===== config.mk =====
export PLATFORM = sky130hd
export DESIGN_NAME = add_seq_mp
export DESIGN_NICKNAME = d
export VERILOG_FILES = /design/src/rtl/add_seq_mp.sv
export SDC_FILE = /design/constraint.sdc
export NUM_CORES = 1
export LEC_CHECK = 0
export ABC_AREA = 1
export CORE_AREA = 2 2 191 193
export DETAILED_ROUTE_END_ITERATION = 6
export DIE_AREA = 0 0 193 195
export GPL_TIMING_DRIVEN = 0
export MAX_ROUTING_LAYER = met4
export PLACE_DENSITY = 0.93
export SLEW_MARGIN = 30
export SYNTH_ARGS = -nofsm -noshare
export SYNTH_HDL_FRONTEND = slang
export SYNTH_SLANG_ARGS = --single-unit

===== constraint.sdc =====
create_clock -name clk -period 4.9 [get_ports clk]
set_input_delay 0.98 -clock clk [delete_from_list [all_inputs] [get_ports clk]]
set_output_delay 0.98 -clock clk [all_outputs]
set_load 0.1 [all_outputs]

===== src/rtl/add_seq_mp.sv =====
// add_seq_mp: multi-precision add/subtract sequencer time-sharing one 32-bit CLA.
// Ports: clk, reset_n (async active-low); start/sub/a/b request and operands;
// s result, co carry out (1 = no borrow on subtract), ov signed overflow;
// busy high in CALC and DONE, done one-cycle pulse in DONE.

module cla32 (
  input  logic [31:0] a,
  input  logic [31:0] b,
  input  logic        ci,
  output logic [31:0] s,
  output logic        co
);
  logic [31:0] x, g, p, cout;
  // Kogge-Stone prefix: after five doublings g/p cover bits [i:0].
  always_comb begin
    x = a ^ b;
    g = a & b;
    p = x;
    for (int l = 0; l < 5; l++) begin
      g = g | (p & (g << (1 << l)));
      p = p & ((p << (1 << l)) | ((32'd1 << (1 << l)) - 32'd1));
    end
    cout = g | (p & {32{ci}});
    s    = x ^ {cout[30:0], ci};
    co   = cout[31];
  end
endmodule

module add_seq_mp #(
  parameter int WORDS = 4
) (
  input  logic                  clk,
  input  logic                  reset_n,
  input  logic                  start,
  input  logic                  sub,
  input  logic [32*WORDS-1:0]   a,
  input  logic [32*WORDS-1:0]   b,
  output logic [32*WORDS-1:0]   s,
  output logic                  co,
  output logic                  ov,
  output logic                  busy,
  output logic                  done
);
  localparam int W  = 32 * WORDS;
  localparam int IW = $clog2(WORDS);

  typedef enum logic [1:0] {IDLE, CALC, DONE} state_t;

  state_t          state_q, state_d;
  logic [IW-1:0]   idx_q, idx_d;
  logic [W-1:0]    a_q, a_d, b_q, b_d, s_q, s_d;
  logic            sub_q, sub_d, c_q, c_d, co_q, co_d, ov_q, ov_d, busy_q, done_q;
  logic [31:0]     aw, bw, sum;
  logic            cout;
  logic            last;

  assign aw   = a_q[32*idx_q +: 32];
  assign bw   = b_q[32*idx_q +: 32] ^ {32{sub_q}};
  assign last = idx_q == IW'(WORDS - 1);

  cla32 u_cla (.a(aw), .b(bw), .ci(c_q), .s(sum), .co(cout));

  always_comb begin
    state_d = state_q;
    idx_d   = idx_q;
    a_d     = a_q;
    b_d     = b_q;
    sub_d   = sub_q;
    c_d     = c_q;
    s_d     = s_q;
    co_d    = co_q;
    ov_d    = ov_q;
    if (state_q == IDLE && start) begin
      state_d = CALC;
      a_d     = a;
      b_d     = b;
      sub_d   = sub;
      idx_d   = '0;
      c_d     = sub;
      s_d     = '0;
      co_d    = 1'b0;
      ov_d    = 1'b0;
    end else if (state_q == CALC) begin
      s_d[32*idx_q +: 32] = sum;
      c_d   = cout;
      idx_d = last ? idx_q : idx_q + IW'(1);
      if (last) begin
        state_d = DONE;
        co_d    = cout;
        // Signed overflow: operands agree in sign but the sum does not.
        ov_d    = (aw[31] == bw[31]) && (sum[31] != aw[31]);
      end
    end else if (state_q == DONE) begin
      state_d = IDLE;
    end
  end

  always_ff @(posedge clk or negedge reset_n) begin
    if (!reset_n) begin
      state_q <= IDLE;
      idx_q   <= '0;
      a_q     <= '0;
      b_q     <= '0;
      sub_q   <= 1'b0;
      c_q     <= 1'b0;
      s_q     <= '0;
      co_q    <= 1'b0;
      ov_q    <= 1'b0;
      busy_q  <= 1'b0;
      done_q  <= 1'b0;
    end else begin
      state_q <= state_d;
      idx_q   <= idx_d;
      a_q     <= a_d;
      b_q     <= b_d;
      sub_q   <= sub_d;
      c_q     <= c_d;
      s_q     <= s_d;
      co_q    <= co_d;
      ov_q    <= ov_d;
      busy_q  <= state_d != IDLE;
      done_q  <= state_d == DONE;
    end
  end

  assign s    = s_q;
  assign co   = co_q;
  assign ov   = ov_q;
  assign busy = busy_q;
  assign done = done_q;
endmodule


After elaboration in Yosys (flattened, before gate mapping). Index checks and enable logic that the tools add are counted.

Flip-flop bits (word level): 394. Bits of input ports: 260. Output and inout bits: 132. Word-level logic and storage cells: 71.

$add $sub $neg: 2. Eq/ne operators: 7. Shifts and indexed selects: 4. Mux-type cells: 18. Bitwise logic cells: 21. Reductions and logical operators: 8.

Operator list (count): AND 32 bit (12); two-way mux 128 bit (2); indexed part select 128 x 8 -> 32 bit (2); OR 32 bit (6); bitwise mux 128 bit (1); variable shift 32 x 34 -> 128 bit (first input constant) (1); indexed part select 32 x 34 -> 128 bit (1); bitwise XOR 32 bit (3); negator 7 -> 34 bit (1); two-way mux 2 bit (7); two-way mux 1 bit (8); equality test 2 bit (second input constant) (3); nonzero test 2 bit (3); AND reduction 2 bit (2); adder 2 x 1 -> 2 bit (second input constant) (1); equality test 2 x 1 -> 1 bit (second input constant) (1); logical AND 1 bit (2); logical NOT 2 bit (1); != test 2 x 1 -> 1 bit (second input constant) (1); equality test 1 bit (1); != test 1 bit (1).

Depth between registers and ports, before layout.
Depth after elaboration: 20. Depth in mapped cells: 21. Gate-level depth less buffers: 20.

Cells and area by module. Synthesis repeated with hierarchy kept, for this count alone.

Cell total of the unflattened synthesis: 2691. Area, all modules: 20199.4 um^2.

By module, submodules not included: add_seq_mp (times used 1, cells each 2171, area each 17645.7 um^2); cla32 (times used 1, cells each 520, area each 2553.7 um^2).

Worst setup path before layout. No wires, ideal clock.

Path type: register to register. Start: register idx_q[0]. End: register s_q[78] (netlist: s[78]). Arrival time: 2699 ps. Data required time: 4778 ps. Setup slack: 2079 ps. Stages on the path, launching flop included: 16. Path buffers: 3. Period minus slack after synthesis: 2821 ps. Path through: dfrtp_1 inv_1 buf_2 buf_2 buf_1 nor2_1 o22ai_1 ha_1 or2_1 nand3_1 nand2_2 nand2_1 nand2_2 xnor2_1 nor2_1 a22o_1.

Longest elaborated chain between the ends: 19.

Ends and longest elaborated chain: start: declaration (line 50) `logic [IW-1:0] idx_q, idx_d;`; start signal: assignment (line 113) `idx_q <= idx_d;`; indexed part select 128 x 8 -> 32 bit (line 58) `assign bw = b_q[32*idx_q +: 32] ^ {32{sub_q}};`; bitwise XOR 32 bit (line 58); bitwise XOR 32 bit (line 16) `x = a ^ b;`; AND 32 bit (line 20) `g = g | (p & (g << (1 << l)));`; OR 32 bit (line 20); AND 32 bit (line 20); OR 32 bit (line 20); AND 32 bit (line 20); [... 3 more ...]; AND 32 bit (line 20); OR 32 bit (line 20); OR 32 bit (line 23) `cout = g | (p & {32{ci}});`; bitwise XOR 32 bit (line 24) `s = x ^ {cout[30:0], ci};`; indexed part select 32 x 34 -> 128 bit (line 84) `s_d[32*idx_q +: 32] = sum;`; bitwise mux 128 bit * (line 84); two-way mux 128 bit * (line 83) `end else if (state_q == CALC) begin`; two-way mux 128 bit * (line 73) `if (state_q == IDLE && start) begin`; end signal: assignment (line 106) `s_q <= '0;`; end signal: assignment (line 118) `s_q <= s_d;`; end: declaration (line 51) `logic [W-1:0] a_q, a_d, b_q, b_d, s_q, s_d;`.

Every way passes the cells marked *; elsewhere a longest branch is shown, timed or not. The select of a mux whose other input is x is not followed. A chain may end at the register's enable or synchronous reset.

Worst setup path after layout.
Start: register idx_q[1]. End: register s_q[122] (netlist: s[122]).

The elaborated chain is that of the path after synthesis.

==> results.py <==
metrics = {
    "sta": {
        "period_needed_ns": 4.84,
        "slew_headroom": 0.327,
        "clock.fmax_mhz": 207,
        "slew_viol_final": 0,
        "rsz0062_at_grt": "false",
        "post-route-period-util": 0.988,
        "tightest_slew_ns": 1.01,
        "fin_skew_ns": 0.0159,
        "hold_viol_final": 0,
        "layout_setup_ws_ns": 0.0610,
        "setup_violations": 0,
    },
    "status": {
        "run_status": "completed",
    },
    "clock_tree": {
        "postCtsHoldBufs": 0,
        "cts_max_level": 2,
        "clock-sinks": 394,
        "root_buffer": "clkbuf_16",
        "clkLatencyLatePin_ns": 0.54,
        "cts_tree": "done",
        "clockBufferDepth": 3,
        "cts.clk_slew.worst_paths_ns": 0.06,
        "cts_buffers": 39,
        "cts-resized-gates": 0,
        "post_cts.repair.setup_buffers": 0,
    },
    "floorplanning": {
        "die_area_um2": 37600,
        "rows": 69,
        "start_util": 0.557,
        "fp.coreArea_um2": 35400,
        "num_io_pins": 392,
        "die_h_um": 195,
        "die_x_um": 193,
    },
    "job": {
        "maxCapViolations": 0,
    },
    "synth": {
        "synth.area.top_cells": "dfrtp_1, nand2_1, o21ai_0",
        "async_reset_ff_frac": 1.00,
        "synth.top_cell.area_share": 0.500,
        "synth-edff-count": 0,
        "syn_avg_cell_area_um2": 7.56,
        "yosysTopAreaCell": "dfrtp_1",
        "synth.ff_latch_count": 394,
        "ys_warn_count": 0,
        "netlist_instances": 2607,
        "netlist_area_um2": 19700,
        "syn_nets": 2907,
        "synth.distinct_cells": 35,
        "ys_seq_area_frac": 0.500,
        "ys_top_cells_by_count": "nand2_1, dfrtp_1, nor2_1",
        "ys.flop_type": "dfrtp_1",
        "post-synth-top-count-cell": "nand2_1",
    },
    "setup_path": {
        "worstSetupPathType": "reg2reg",
        "worstPathRequired_ns": 5.36,
        "worstPathMaxFanout": 12,
        "critPathLaunch": "idx_q[1]",
        "rrSetupSlack_ns": 0.06,
        "cp-end-kind": "register",
        "r2r_start": "idx_q[1]",
        "arrival_ns": 5.30,
        "startpoint_type": "register",
    },
    "route": {
        "drt_iter0_markers": 1891,
        "drt-total-wl_mm": 70.5,
        "final_antenna_net_count": 0,
        "viasPerCell": 5.70,
        "wl_per_cell_um": 20.0,
        "drc": 0,
        "dr.pass1.iters": 6,
        "vias": 20100,
    },
    "placement": {
        "io_buffers": 391,
        "place_hpwl_mm": 54.1,
        "gp_congestion": 0.944,
        "pre_cts_ws_ns": 0.426,
    },
    "global_routing": {
        "grt_util_all_layers": 0.389,
        "grt_pass1_wl_mm": 108,
        "antenna_found_initial": 0,
        "grt_max_degree": 93,
        "grt_pass1_vias": 20100,
        "overflow": 0,
    },
    "hold_path": {
        "worstHoldPathType": "in2async",
    },
    "finish": {
        "area_growth_pct": 29.9,
        "drive_gt1_frac": 0.0524,
        "diodes": 0,
        "layout.nets": 3343,
    },
}
==> final timing paths <==
kind                       cells past startpoint       to
setup / recovery                              17   s[122]
hold / removal                                 1  b_q[91]
setup reg to reg                              17   s[122]
hold reg to reg                                2  a_q[39]
max in group asynchronous                      3  a_q[70]
min in group clk                               2  a_q[39]
==> through the flow <==
step	std cells	TNS, ns	util	instance area, um2	hold WS, ns
floorplan	2607	0	-	19700	0.437
global placement	3459	-5155.58	0.684	24200	0.448
detailed placement	3463	0	0.687	24300	0.453
CTS	3533	0	0.723	25600	0.469
global route	3533	0	0.723	25600	0.486
finish	3533	0	0.723	25600	0.450
==> layout by cell type (no fill, tap or decap), types with 2 or more instances in the layout <==
cell type	synthesis	routed
a21oi_1	31	31
inv_2	10	10
nand2_1	1229	1229
clkbuf_1	81	90
xor2_2	6	6
inv_6	0	2
buf_2	30	32
o21ai_1	9	9
nor2_1	172	172
nand2_2	23	23
nand3_2	2	2
dfrtp_1	394	394
clkbuf_16	0	41
o21ai_0	165	165
nor3_1	9	9
nand4_1	34	34
o22ai_1	63	63
xor2_1	37	37
a21o_1	2	2
buf_1	25	25
nor2_2	16	16
clkdlybuf4s50_1	0	388
clkinv_2	0	6
clkbuf_8	0	9
ha_1	39	39
o21a_1	2	2
nor3_2	3	3
o21bai_1	3	3
buf_16	0	4
a22o_1	19	19
xnor2_1	6	6
bufinv_16	0	2
nand3_1	50	50
inv_1	139	139
==> per-layer routing <==
layer,routed length [um],global-route usage,vias to the layer above
met3,6900,0.0685,274
met5,0,-,-
met4,4080,0.199,0
met1,26800,0.481,9528
met2,32800,0.615,1269
li1,-,-,9068
==> flip-flops by register name, summed over array words and instances (netlist names) <==
signal / cells
sub_q: 1
s: 128
state_q: 2
busy: 1
co: 1
idx_q: 2
c_q: 1
done: 1
ov: 1
a_q: 128
b_q: 128
==> final cells by class <==
cell class	count	area [um2]
Multi-Input combinational cell	1927	8730
Sequential cell	394	9860
Clock buffer	59	1180
Clock inverter	11	116
Inverter	149	559
Buffer	137	556
Fill cell	2696	9790
Tap cell	461	577
Timing Repair Buffer	395	4020
==> critical path: stages (launching register included) <==
cell and delay, ns:
dfrtp_1 0.42, clkbuf_1 0.33, inv_1 0.24, clkbuf_1 0.52
clkbuf_1 0.70, o21ai_0 0.24, o22ai_1 0.30, ha_1 0.29
nand2_1 0.14, nor2_1 0.28, inv_1 0.11, nor3_1 0.41
a21oi_1 0.18, nand3_1 0.13, nand3_1 0.11, nor2_1 0.20
nand2_1 0.09, nand2_1 0.08
==> kinds of logic (layout without fill, tap and decap cells) <==
| group | count (synthesis) | count (layout) | synth area share |
|---|---|---|---|
| and+or+nand+nor | 1541 | 1541 | 0.309 |
| DFF | 394 | 394 | 0.500 |
| AOI/OAI and AO/OA | 297 | 297 | 0.0846 |
| buffers and inverters | 286 | 751 | 0.0566 |
| xor gates and xnor gates | 49 | 49 | 0.0241 |
| adders and majority gates | 40 | 40 | 0.0258 |
Power is not shown: default switching activity piles up to over one toggle a cycle in this logic, so the estimate is an artifact.
==> RTL change (same settings) <==
Make the reset (`reset_n`) synchronous in one clocked block. Comments in the files are not updated.
--- a/src/rtl/add_seq_mp.sv
+++ b/src/rtl/add_seq_mp.sv
@@ -95,7 +95,7 @@
     end
   end
 
-  always_ff @(posedge clk or negedge reset_n) begin
+  always_ff @(posedge clk) begin
     if (!reset_n) begin
       state_q <= IDLE;
       idx_q   <= '0;
Function: differs if reset_n is asserted again (counterexample within 4 cycles, from zero or initial values and one cycle with reset_n low); with reset_n held inactive, the same outputs for 4 cycles.
==> RTL change against the original RTL <==
Critical path depth stayed put. Sequential cell count stayed put. Global-route usage is 0.96 points lower. Design area is 6.1% lower. Sequential share of layout area is 5.7 points lower. Worst setup slack better by 280 ps. Synthesized area is 7.1% lower. Routed wire length is 1.6% higher.
==> RTL change: results (changes against the original RTL) <==
CTS resizes: 0 (unchanged)
Layout cells sized above 1: 4.82% (-0.42 points)
Syn nets: 2955 (+1.7%)
GRT Util Overall: 38.0% (-0.96 points)
Hold Startpoint: s[44]$_SDFFE_PP0P_
R2R Path Start: idx_q[0]$_SDFFE_PP0P_
Setup Slack @ Placement: 546 ps (+120 ps)
Number of library cell types mapped by synthesis: 42 (+20%)
CTS Buffer Depth: 3 (unchanged)
Detailed Routing Iterations Pass 1: 6 (unchanged)
Htree depth: 2 (unchanged)
YS warnings: 0 (unchanged)
Slowest CP cell: o22ai_1
Sequential share of the synthesized area: 43.1% (-6.9 points)
Worst r2r dst: s[62]$_SDFFE_PP0P_
Family with the most delay on the worst path: buffers and inverters
Hold endpoint: s[44]$_SDFFE_PP0P_
Slew @ Worst Pin: 1010 ps (+2.89 ps)
CTS buffer count: 40 (+2.6%)
Crit path DAT: 5020 ps (-280 ps)
Initial DRC count: 2542 (+34%)
Worst min path class: reg2reg
Ant diodes: 0 (unchanged)
Root Buffer: clkbuf_16
Placed cells: 3507 (+1.3%)
Worst reg2reg path depth: 17 (unchanged)
I/O Buffers: 391 (unchanged)
Status: completed
Vias in the first global route: 18900 (-5.8%)
Synth top area cells: dfxtp_1 43%, nor2_1 14%, o21ai_0 11%
Worst-path clk slew: 60 ps (about the same)
Initial antenna violation count: 0 (unchanged)
Synth cell count leaders: 702 x nor2_1, 411 x nand2_1, 394 x dfxtp_1, 391 x o21ai_0, 149 x a21oi_1
Final Non-Filler Cells: 3575 (+1.2%)
P_leak: 9.96 nW
HPWL Detailed: 56000 microns (+3.6%)
Clock skew: 23.6 ps (+7.64 ps)
Largest stage delay, worst path: 550 ps (-150 ps)
Syn Inst Count: 2655 (+1.8%)
Final net count: 3388 (+1.3%)
Worst Hold Depth: 2
Maximum fanout along the worst path: 10 (-2)
Final WL: 71700 microns (+1.6%)
Vias: 20400 (+1.2%)
Gpl congestion: 1.01 (+6.7%)
Synth Flop Type: dfxtp_1
Dpl cell area: 22800 sq um (-6.3%)
First-pass GRT wire length: 106000 microns (-1.9%)
Final setup fails: 0 (unchanged)
FFs w/ async S/R, synth: 0% (-100 points)
Worst-Skew Late Latency: 550 ps
Setup Buffers After CTS: 0 (unchanged)
Peak VDD IR: 0.000259 V
Largest net degree at the start of global routing: 15 (-84%)
-- RTL change: changes by cell type in the layout (fill, tap and decap cells not counted), sizes merged, moves of 21 or more --
cell    before  now
nand2     1252  428
nor2       189  715
dfrtp      394    0
dfxtp        0  394
o21ai      175  391
a21oi       31  155
clkbuf     140  198
inv        151  112
buf         63   42
-- RTL change: worst register-to-register path: stages (launching register included) --
cell      delay, ps
dfxtp_1         340
buf_2           240
inv_1           130
buf_2           290
buf_2           390
clkbuf_1        520
nor2_1          170
o22ai_1         550
ha_1            420
a21oi_1         230
o21ai_0         180
nand2_1         100
nand2_1          50
a21oi_1         160
nand3_1          90
nand2_1         310
nand4_1         150
a21oi_1         140
-- RTL change: per-stage QoR --
| step | total power (W) | hold WS [ps] | utilization [%] |
|---|---|---|---|
| floorplan | 0.00507 | 472 | - |
| global placement | 0.00599 | 453 | 64.4 |
| detailed placement | 0.00602 | 456 | 64.4 |
| CTS | 0.00899 | 465 | 67.9 |
| global route | 0.00939 | 484 | 67.9 |
| finish | 0.00908 | 466 | 67.9 |
-- RTL change: worst max path at each step --
stage | start | slack (ps) | endpoint
final | idx_q[0]$_SDFFE_PP0P_ | 340 | s[62]$_SDFFE_PP0P_
after global routing | idx_q[0]$_SDFFE_PP0P_ | 170 | s[126]$_SDFFE_PP0P_
after CTS | idx_q[0]$_SDFFE_PP0P_ | 520 | s[62]$_SDFFE_PP0P_
after detailed placement | idx_q[0]$_SDFFE_PP0P_ | 550 | s[62]$_SDFFE_PP0P_
after global placement | idx_q[0]$_SDFFE_PP0P_ | 510 | s[60]$_SDFFE_PP0P_
after floorplan | idx_q[0]$_SDFFE_PP0P_ | 2040 | s[110]$_SDFFE_PP0P_
-- RTL change: where the power goes --
group          leakage, nW  switching (W)  internal [W]
Clock                0.619        0.00128       0.00176
Combinational         6.11        0.00171      0.000788
Sequential            3.23       0.000131       0.00342
Total                 9.96        0.00312       0.00596
-- RTL change: area by class of cell --
cell class | instances | area, sq um
inverter | 111 | 417
sequential | 394 | 7890
multi-input combinational | 1969 | 9270
timing repair buffer | 391 | 3900
buffer | 181 | 733
tap | 461 | 577
fill | 3055 | 11300
clock buffer | 57 | 1130
clock inverter | 11 | 140
-- RTL change: cell families after synthesis --
group                    after synthesis  synth area share [%]
flip-flops                           394                  43.1
AO/OA/AOI/OAI                        622                  17.8
AND/OR/NAND/NOR                     1260                  27.6
buffers and inverters                292                  6.28
XOR/XNOR                              47                  2.50
adder cells (fa/ha/maj)               40                  2.78
-- RTL change: layer usage --
layer | vias up | wire (microns) | track usage, %
met2 | 1343 | 32600 | 60.5
met3 | 226 | 7140 | 5.18
li1 | 9499 | - | -
met5 | - | 0 | -
met1 | 9310 | 28400 | 47.8
met4 | 0 | 3540 | 17.2
